==> src/rtl/mc_pkg.sv <==
// Shared definitions for the multicycle controller: state encoding,
// opcode constants, ALUOp codes and datapath mux select codes.
// Optional feature macro: MULTICYCLE_CONTROL_ADDI_EN (adds ADDIEX/ADDIWB states).
package mc_pkg;

    typedef enum logic [3:0] {
        S_FETCH   = 4'd0,
        S_DECODE  = 4'd1,
        S_MEMADR  = 4'd2,
        S_MEMRD   = 4'd3,
        S_MEMWB   = 4'd4,
        S_MEMWR   = 4'd5,
        S_RTYPEEX = 4'd6,
        S_RTYPEWB = 4'd7,
        S_BEQEX   = 4'd8,
        S_JEX     = 4'd9
`ifdef MULTICYCLE_CONTROL_ADDI_EN
        ,
        S_ADDIEX  = 4'd10,
        S_ADDIWB  = 4'd11
`endif
    } state_t;

    localparam logic [5:0] OP_RTYPE = 6'b000000;
    localparam logic [5:0] OP_J     = 6'b000010;
    localparam logic [5:0] OP_BEQ   = 6'b000100;
    localparam logic [5:0] OP_ADDI  = 6'b001000;
    localparam logic [5:0] OP_LW    = 6'b100011;
    localparam logic [5:0] OP_SW    = 6'b101011;

    localparam logic [1:0] ALUOP_ADD   = 2'b00;
    localparam logic [1:0] ALUOP_SUB   = 2'b01;
    localparam logic [1:0] ALUOP_FUNCT = 2'b10;

    localparam logic [1:0] SRCB_REG  = 2'b00;
    localparam logic [1:0] SRCB_FOUR = 2'b01;
    localparam logic [1:0] SRCB_IMM  = 2'b10;
    localparam logic [1:0] SRCB_BOFS = 2'b11;

    localparam logic [1:0] PCSRC_ALU    = 2'b00;
    localparam logic [1:0] PCSRC_ALUOUT = 2'b01;
    localparam logic [1:0] PCSRC_JUMP   = 2'b10;

    // Load and store share the address-calculation state.
    function automatic logic is_mem_op(input logic [5:0] op);
        return (op == OP_LW) || (op == OP_SW);
    endfunction

endpackage

==> src/rtl/mc_output_decode.sv <==
// Combinational control-output decode for the multicycle controller.
// Everything is a function of the state, except the instruction-register
// and PC write strobes in FETCH which follow mem_ready.
// Optional feature macro: MULTICYCLE_CONTROL_ADDI_EN.
module mc_output_decode
    import mc_pkg::*;
(
    input  state_t     i_state,
    input  logic       i_mem_ready,
    output logic [1:0] o_alu_op,
    output logic       o_pc_write,
    output logic       o_pc_write_cond,
    output logic       o_iord,
    output logic       o_mem_read,
    output logic       o_mem_write,
    output logic       o_ir_write,
    output logic       o_mem_to_reg,
    output logic       o_reg_dst,
    output logic       o_reg_write,
    output logic       o_alu_src_a,
    output logic [1:0] o_alu_src_b,
    output logic [1:0] o_pc_source
);

    // Per-state strobe/select table; anything not named for a state is 0.
    always_comb begin
        o_alu_op        = ALUOP_ADD;
        o_pc_write      = 1'b0;
        o_pc_write_cond = 1'b0;
        o_iord          = 1'b0;
        o_mem_read      = 1'b0;
        o_mem_write     = 1'b0;
        o_ir_write      = 1'b0;
        o_mem_to_reg    = 1'b0;
        o_reg_dst       = 1'b0;
        o_reg_write     = 1'b0;
        o_alu_src_a     = 1'b0;
        o_alu_src_b     = SRCB_REG;
        o_pc_source     = PCSRC_ALU;
        case (i_state)
            S_FETCH: begin
                o_mem_read  = 1'b1;
                o_alu_src_b = SRCB_FOUR;
                o_ir_write  = i_mem_ready;
                o_pc_write  = i_mem_ready;
            end
            S_DECODE: begin
                o_alu_src_b = SRCB_BOFS;
            end
            S_MEMADR: begin
                o_alu_src_a = 1'b1;
                o_alu_src_b = SRCB_IMM;
            end
            S_MEMRD: begin
                o_iord     = 1'b1;
                o_mem_read = 1'b1;
            end
            S_MEMWB: begin
                o_reg_write  = 1'b1;
                o_mem_to_reg = 1'b1;
            end
            S_MEMWR: begin
                o_iord      = 1'b1;
                o_mem_write = 1'b1;
            end
            S_RTYPEEX: begin
                o_alu_src_a = 1'b1;
                o_alu_op    = ALUOP_FUNCT;
            end
            S_RTYPEWB: begin
                o_reg_dst   = 1'b1;
                o_reg_write = 1'b1;
            end
            S_BEQEX: begin
                o_alu_src_a     = 1'b1;
                o_alu_op        = ALUOP_SUB;
                o_pc_write_cond = 1'b1;
                o_pc_source     = PCSRC_ALUOUT;
            end
            S_JEX: begin
                o_pc_write  = 1'b1;
                o_pc_source = PCSRC_JUMP;
            end
`ifdef MULTICYCLE_CONTROL_ADDI_EN
            S_ADDIEX: begin
                o_alu_src_a = 1'b1;
                o_alu_src_b = SRCB_IMM;
            end
            S_ADDIWB: begin
                o_reg_write = 1'b1;
            end
`endif
            default: begin
            end
        endcase
    end

endmodule

==> src/rtl/multicycle_control.sv <==
// Multicycle MIPS-style main controller: state register, opcode latch and
// illegal-opcode pulse; output decode lives in mc_output_decode.
// Optional feature macro: MULTICYCLE_CONTROL_ADDI_EN (ADDI execute path;
// without it opcode 001000 is treated as illegal).
//
// state   | meaning
// --------+---------------------------------------------------
// FETCH   | read instruction, PC+4; wait for mem_ready
// DECODE  | register read, branch target; sample/latch opcode
// MEMADR  | effective address for LW/SW
// MEMRD   | data read; wait for mem_ready
// MEMWB   | load result to rt
// MEMWR   | data write; wait for mem_ready
// RTYPEEX | ALU op from funct
// RTYPEWB | ALU result to rd
// BEQEX   | compare, conditional PC update
// JEX     | jump target to PC
// ADDIEX  | rs + imm (ADDI build only)
// ADDIWB  | result to rt (ADDI build only)
module multicycle_control
    import mc_pkg::*;
(
    input  logic       clk,
    input  logic       reset,
    input  logic [5:0] opcode,
    input  logic       mem_ready,
    output logic [1:0] alu_op,
    output logic       pc_write,
    output logic       pc_write_cond,
    output logic       iord,
    output logic       mem_read,
    output logic       mem_write,
    output logic       ir_write,
    output logic       mem_to_reg,
    output logic       reg_dst,
    output logic       reg_write,
    output logic       alu_src_a,
    output logic [1:0] alu_src_b,
    output logic [1:0] pc_source,
    output logic       illegal_op,
    output logic [3:0] state_o
);

    state_t     r_state;
    state_t     w_next;
    logic [5:0] r_opcode;
    logic       r_illegal;
    logic       w_illegal;

    // Next-state selection; unknown encodings recover to FETCH.
    always_comb begin
        w_next    = S_FETCH;
        w_illegal = 1'b0;
        case (r_state)
            S_FETCH:   w_next = mem_ready ? S_DECODE : S_FETCH;
            S_DECODE: begin
                if (is_mem_op(opcode)) begin
                    w_next = S_MEMADR;
                end else if (opcode == OP_RTYPE) begin
                    w_next = S_RTYPEEX;
                end else if (opcode == OP_BEQ) begin
                    w_next = S_BEQEX;
                end else if (opcode == OP_J) begin
                    w_next = S_JEX;
`ifdef MULTICYCLE_CONTROL_ADDI_EN
                end else if (opcode == OP_ADDI) begin
                    w_next = S_ADDIEX;
`endif
                end else begin
                    w_next    = S_FETCH;
                    w_illegal = 1'b1;
                end
            end
            // Load/store choice uses the latched opcode, not the live input.
            S_MEMADR:  w_next = (r_opcode == OP_LW) ? S_MEMRD : S_MEMWR;
            S_MEMRD:   w_next = mem_ready ? S_MEMWB : S_MEMRD;
            S_MEMWB:   w_next = S_FETCH;
            S_MEMWR:   w_next = mem_ready ? S_FETCH : S_MEMWR;
            S_RTYPEEX: w_next = S_RTYPEWB;
            S_RTYPEWB: w_next = S_FETCH;
            S_BEQEX:   w_next = S_FETCH;
            S_JEX:     w_next = S_FETCH;
`ifdef MULTICYCLE_CONTROL_ADDI_EN
            S_ADDIEX:  w_next = S_ADDIWB;
            S_ADDIWB:  w_next = S_FETCH;
`endif
            default:   w_next = S_FETCH;
        endcase
    end

    // State register, opcode latch and one-cycle illegal pulse.
    always_ff @(posedge clk) begin
        if (reset) begin
            r_state   <= S_FETCH;
            r_opcode  <= 6'b000000;
            r_illegal <= 1'b0;
        end else begin
            r_state   <= w_next;
            r_illegal <= w_illegal;
            if (r_state == S_DECODE) begin
                r_opcode <= opcode;
            end
        end
    end

    mc_output_decode u_decode (
        .i_state         (r_state),
        .i_mem_ready     (mem_ready),
        .o_alu_op        (alu_op),
        .o_pc_write      (pc_write),
        .o_pc_write_cond (pc_write_cond),
        .o_iord          (iord),
        .o_mem_read      (mem_read),
        .o_mem_write     (mem_write),
        .o_ir_write      (ir_write),
        .o_mem_to_reg    (mem_to_reg),
        .o_reg_dst       (reg_dst),
        .o_reg_write     (reg_write),
        .o_alu_src_a     (alu_src_a),
        .o_alu_src_b     (alu_src_b),
        .o_pc_source     (pc_source)
    );

    assign illegal_op = r_illegal;
    assign state_o    = r_state;

endmodule

==> config.mk <==
export PLATFORM = sky130hd
export DESIGN_NAME = multicycle_control
export DESIGN_NICKNAME = d
export VERILOG_FILES = /design/src/rtl/mc_pkg.sv /design/src/rtl/mc_output_decode.sv /design/src/rtl/multicycle_control.sv
export SDC_FILE = /design/constraint.sdc
export NUM_CORES = 1
export LEC_CHECK = 0
export ABC_AREA = 1
export CORE_MARGIN = 2
export CORE_UTILIZATION = 45
export CTS_CLUSTER_SIZE = 30
export DETAILED_ROUTE_END_ITERATION = 12
export PLACE_DENSITY = 0.87
export SETUP_SLACK_MARGIN = 0.5
export SKIP_LAST_GASP = 1
export SYNTH_ARGS = -nofsm -noshare
export SYNTH_HDL_FRONTEND = slang
export SYNTH_HIERARCHICAL = 1
export SYNTH_SLANG_ARGS = --single-unit
==> constraint.sdc <==
create_clock -name clk -period 2 [get_ports clk]
set_input_delay 0.2 -clock clk [delete_from_list [all_inputs] [get_ports clk]]
set_output_delay 0.2 -clock clk [all_outputs]
set_load 0.02 [all_outputs]
==> results.cfg <==
[outcome]
status = completed

[logic_synthesis]
ys_seq_area_share_pct = 29.4
synthTopCellsByCount = nor2_1 (29), nand2_1 (25), inv_1 (24)
synth_edf_count = 0
synth.most_common_cell = nor2_1
synth.avg_cell_area_sq_um = 5.90
netlist_area_sq_um = 749
yosys-top-cells-area = dfxtp_1 (29%), nor2_1 (15%), nand2_1 (13%)
syn_inst = 127
async_flop_share_pct = 0
synth_top_area_share_pct = 29.4
synth_cell_types = 21
ys.flop_type = dfxtp_1
synth_warnings = 6
syn-num-nets = 136
synth.ff_latch_count = 11
yosys.area.top_type = dfxtp_1

[sta]
post-route-period-util_pct = 72.1
rsz0062_at_grt = yes
fin_hold_ws_ns = 0.478
tightest_slew_ns = 0.231
setup-tns-final_ns = 0
fin_skew_ns = 0.000751
finalMaxSlewViolations = 0
period_minus_slack_ns = 1.44
max_freq_mhz = 693
slew_headroom_pct = 84.6
final-hold-violation-count = 0
setup_viol_count_final = 0

[cts]
htree_levels = 1
worstSkewPairLatency_ns = 0.26
cts.sinks = 11
clkTransAtPathRegs_ns = 0.07
cts_buffers = 3
clk_path_buf_depth = 2
cts-root-buf = clkbuf_4
cts_tree = yes

[global_routing]
grt_max_degree = 12
grt-ovfl-total = 0
grt_pass1_wl_mm = 3.02
antenna_found_initial = 0
grt_pass1_vias = 768
gr-usage-all-layers_pct = 20.1

[place]
portBuffers = 29
gp_congestion = 0.814
place_hpwl_mm = 1.49

[worst_setup_path]
reg2reg_slack_ns = 0.81
cp-end-kind = primary output
path_max_fanout = 6
start_kind = register
crit_start = state_o[3]$_SDFF_PP0_
path_cells = inv_1 -> nor2_2 -> nand2_1 -> inv_1 -> clkdlybuf4s15_2
critical_path.endpoint = pc_write_cond
path_class = register to primary output
worst_ep_required_time_ns = 1.80
r2r_end = state_o[1]$_SDFF_PP0_
arrival_ns = 1.24
slowest_delay_ns = 0.39
cp_slowest_cell = dfxtp_4
rr_startpoint = state_o[1]$_SDFF_PP0_
r2r_cells = 8
cp_common_cell = inv_1

[routing]
vias = 853
ant_nets = 0
drt_pass1_iterations = 4
vias_per_cell = 4.85
drc_errors = 0
wirelength_mm = 1.85
wire_per_inst_microns = 10.5
drtIter0Drc = 15

[die]
die_h_microns = 44.8
dieArea_sq_um = 2010
io_pins = 30
fp-row-count = 14
start_util_pct = 48.6
fp.dieW_microns = 44.8
core-area_sq_um = 1540

[cells_and_area]
fin_util_pct = 68.3
post_route_cells_drive_above_1_share_pct = 21.9
area_growth_pct = 40.4
num-fill-cells = 141
antenna_cells = 0
nets = 170

[power]
p_leak_nw = 0.589
power_density_nw_per_um2 = 459
ir_worst_vdd_uv = 530
power_w = 0.000483

[worst_hold_path]
hp-class = register to register

[run]
cap_viol_max_count = 0
## registers in the layout (all words and copies together), names as in the netlist
register	cells
r_opcode	6
state_o	4
illegal_op	1
## per-stage QoR
step	area [sq um]	instances	setup WS [ns]
3_5_place_dp	1050	171	0.247
5_1_grt	1050	176	0.470
3_3_place_gp	1050	171	0.279
2_1_floorplan	749	127	0.540
4_1_cts	1080	175	0.446
6_report	1050	176	0.558
## placed cells by master (no fill, tap or decap), types with 2 or more instances in the layout
cell	n
clkdlybuf4s15_2	5
dlygate4sd2_1	3
nand2_1	25
nor2_2	3
nand3_1	12
o21ai_1	2
dfxtp_1	7
inv_1	24
clkdlybuf4s50_1	9
buf_2	4
nand4_1	2
a21oi_1	5
clkbuf_2	7
clkbuf_4	3
nor3_1	2
nor2_1	27
o21ai_0	4
dfxtp_4	4
buf_4	2
## timing repair
item / CTS / global route
hold buffers: 0 / 0
buffers inserted: 0 / 1
endpoints found under the setup margin: 20 / 17
gates resized for setup: 46 / 22
## power by group
part | internal, W | switching (W) | leakage, nW
Sequential | 0.000226 | 0.00000803 | 0.0932
Combinational | 0.0000424 | 0.0000586 | 0.481
Clock | 0.0000771 | 0.0000712 | 0.0150
Total | 0.000346 | 0.000138 | 0.589
## cell families (layout without fill, tap and decap cells)
family          Yosys count  count (layout)  synth area share, %
buf+inv                  28              61                 15.9
simple gates             75              75                 45.2
compound gates           13              13                 9.52
flops                    11              11                 29.4
## worst max-delay path: cells and delay by family, from the launching register on
family / cells / cell delay (ns)
and+or+nand+nor: 2 / 0.18
DFF: 1 / 0.39
buffers and inverters: 3 / 0.40
## per-layer routing
metal	GRT usage (%)	up-vias	routed length (microns)
met1	22.9	366	757
met2	38.0	27	951
met3	3.60	0	136
li1	-	460	-
met5	0	-	0
met4	5.29	0	0
## worst min-delay path by stage
stage | startpoint | to | slack, ns | cells after the start
2_1_floorplan | reset | state_o[0]$_SDFF_PP0_ | 0.27 | 1
3_3_place_gp | r_opcode[2]$_SDFFE_PP0N_ | r_opcode[2]$_SDFFE_PP0N_ | 0.45 | 2
3_5_place_dp | r_opcode[2]$_SDFFE_PP0N_ | r_opcode[2]$_SDFFE_PP0N_ | 0.47 | 2
4_1_cts | r_opcode[2]$_SDFFE_PP0N_ | r_opcode[2]$_SDFFE_PP0N_ | 0.48 | 2
5_1_grt | r_opcode[2]$_SDFFE_PP0N_ | r_opcode[2]$_SDFFE_PP0N_ | 0.53 | 2
6_report | r_opcode[2]$_SDFFE_PP0N_ | r_opcode[2]$_SDFFE_PP0N_ | 0.48 | 2
## layout make-up
class	count	area [sq um]	share of cell area, %
multi-input combinational	88	415	39.5
inverter	26	100	9.51
sequential	11	235	22.4
timing repair buffer	31	255	24.3
clock buffer	4	26.3	2.50
tap	16	20.0	1.90
Power figures use the tool's default switching activity.
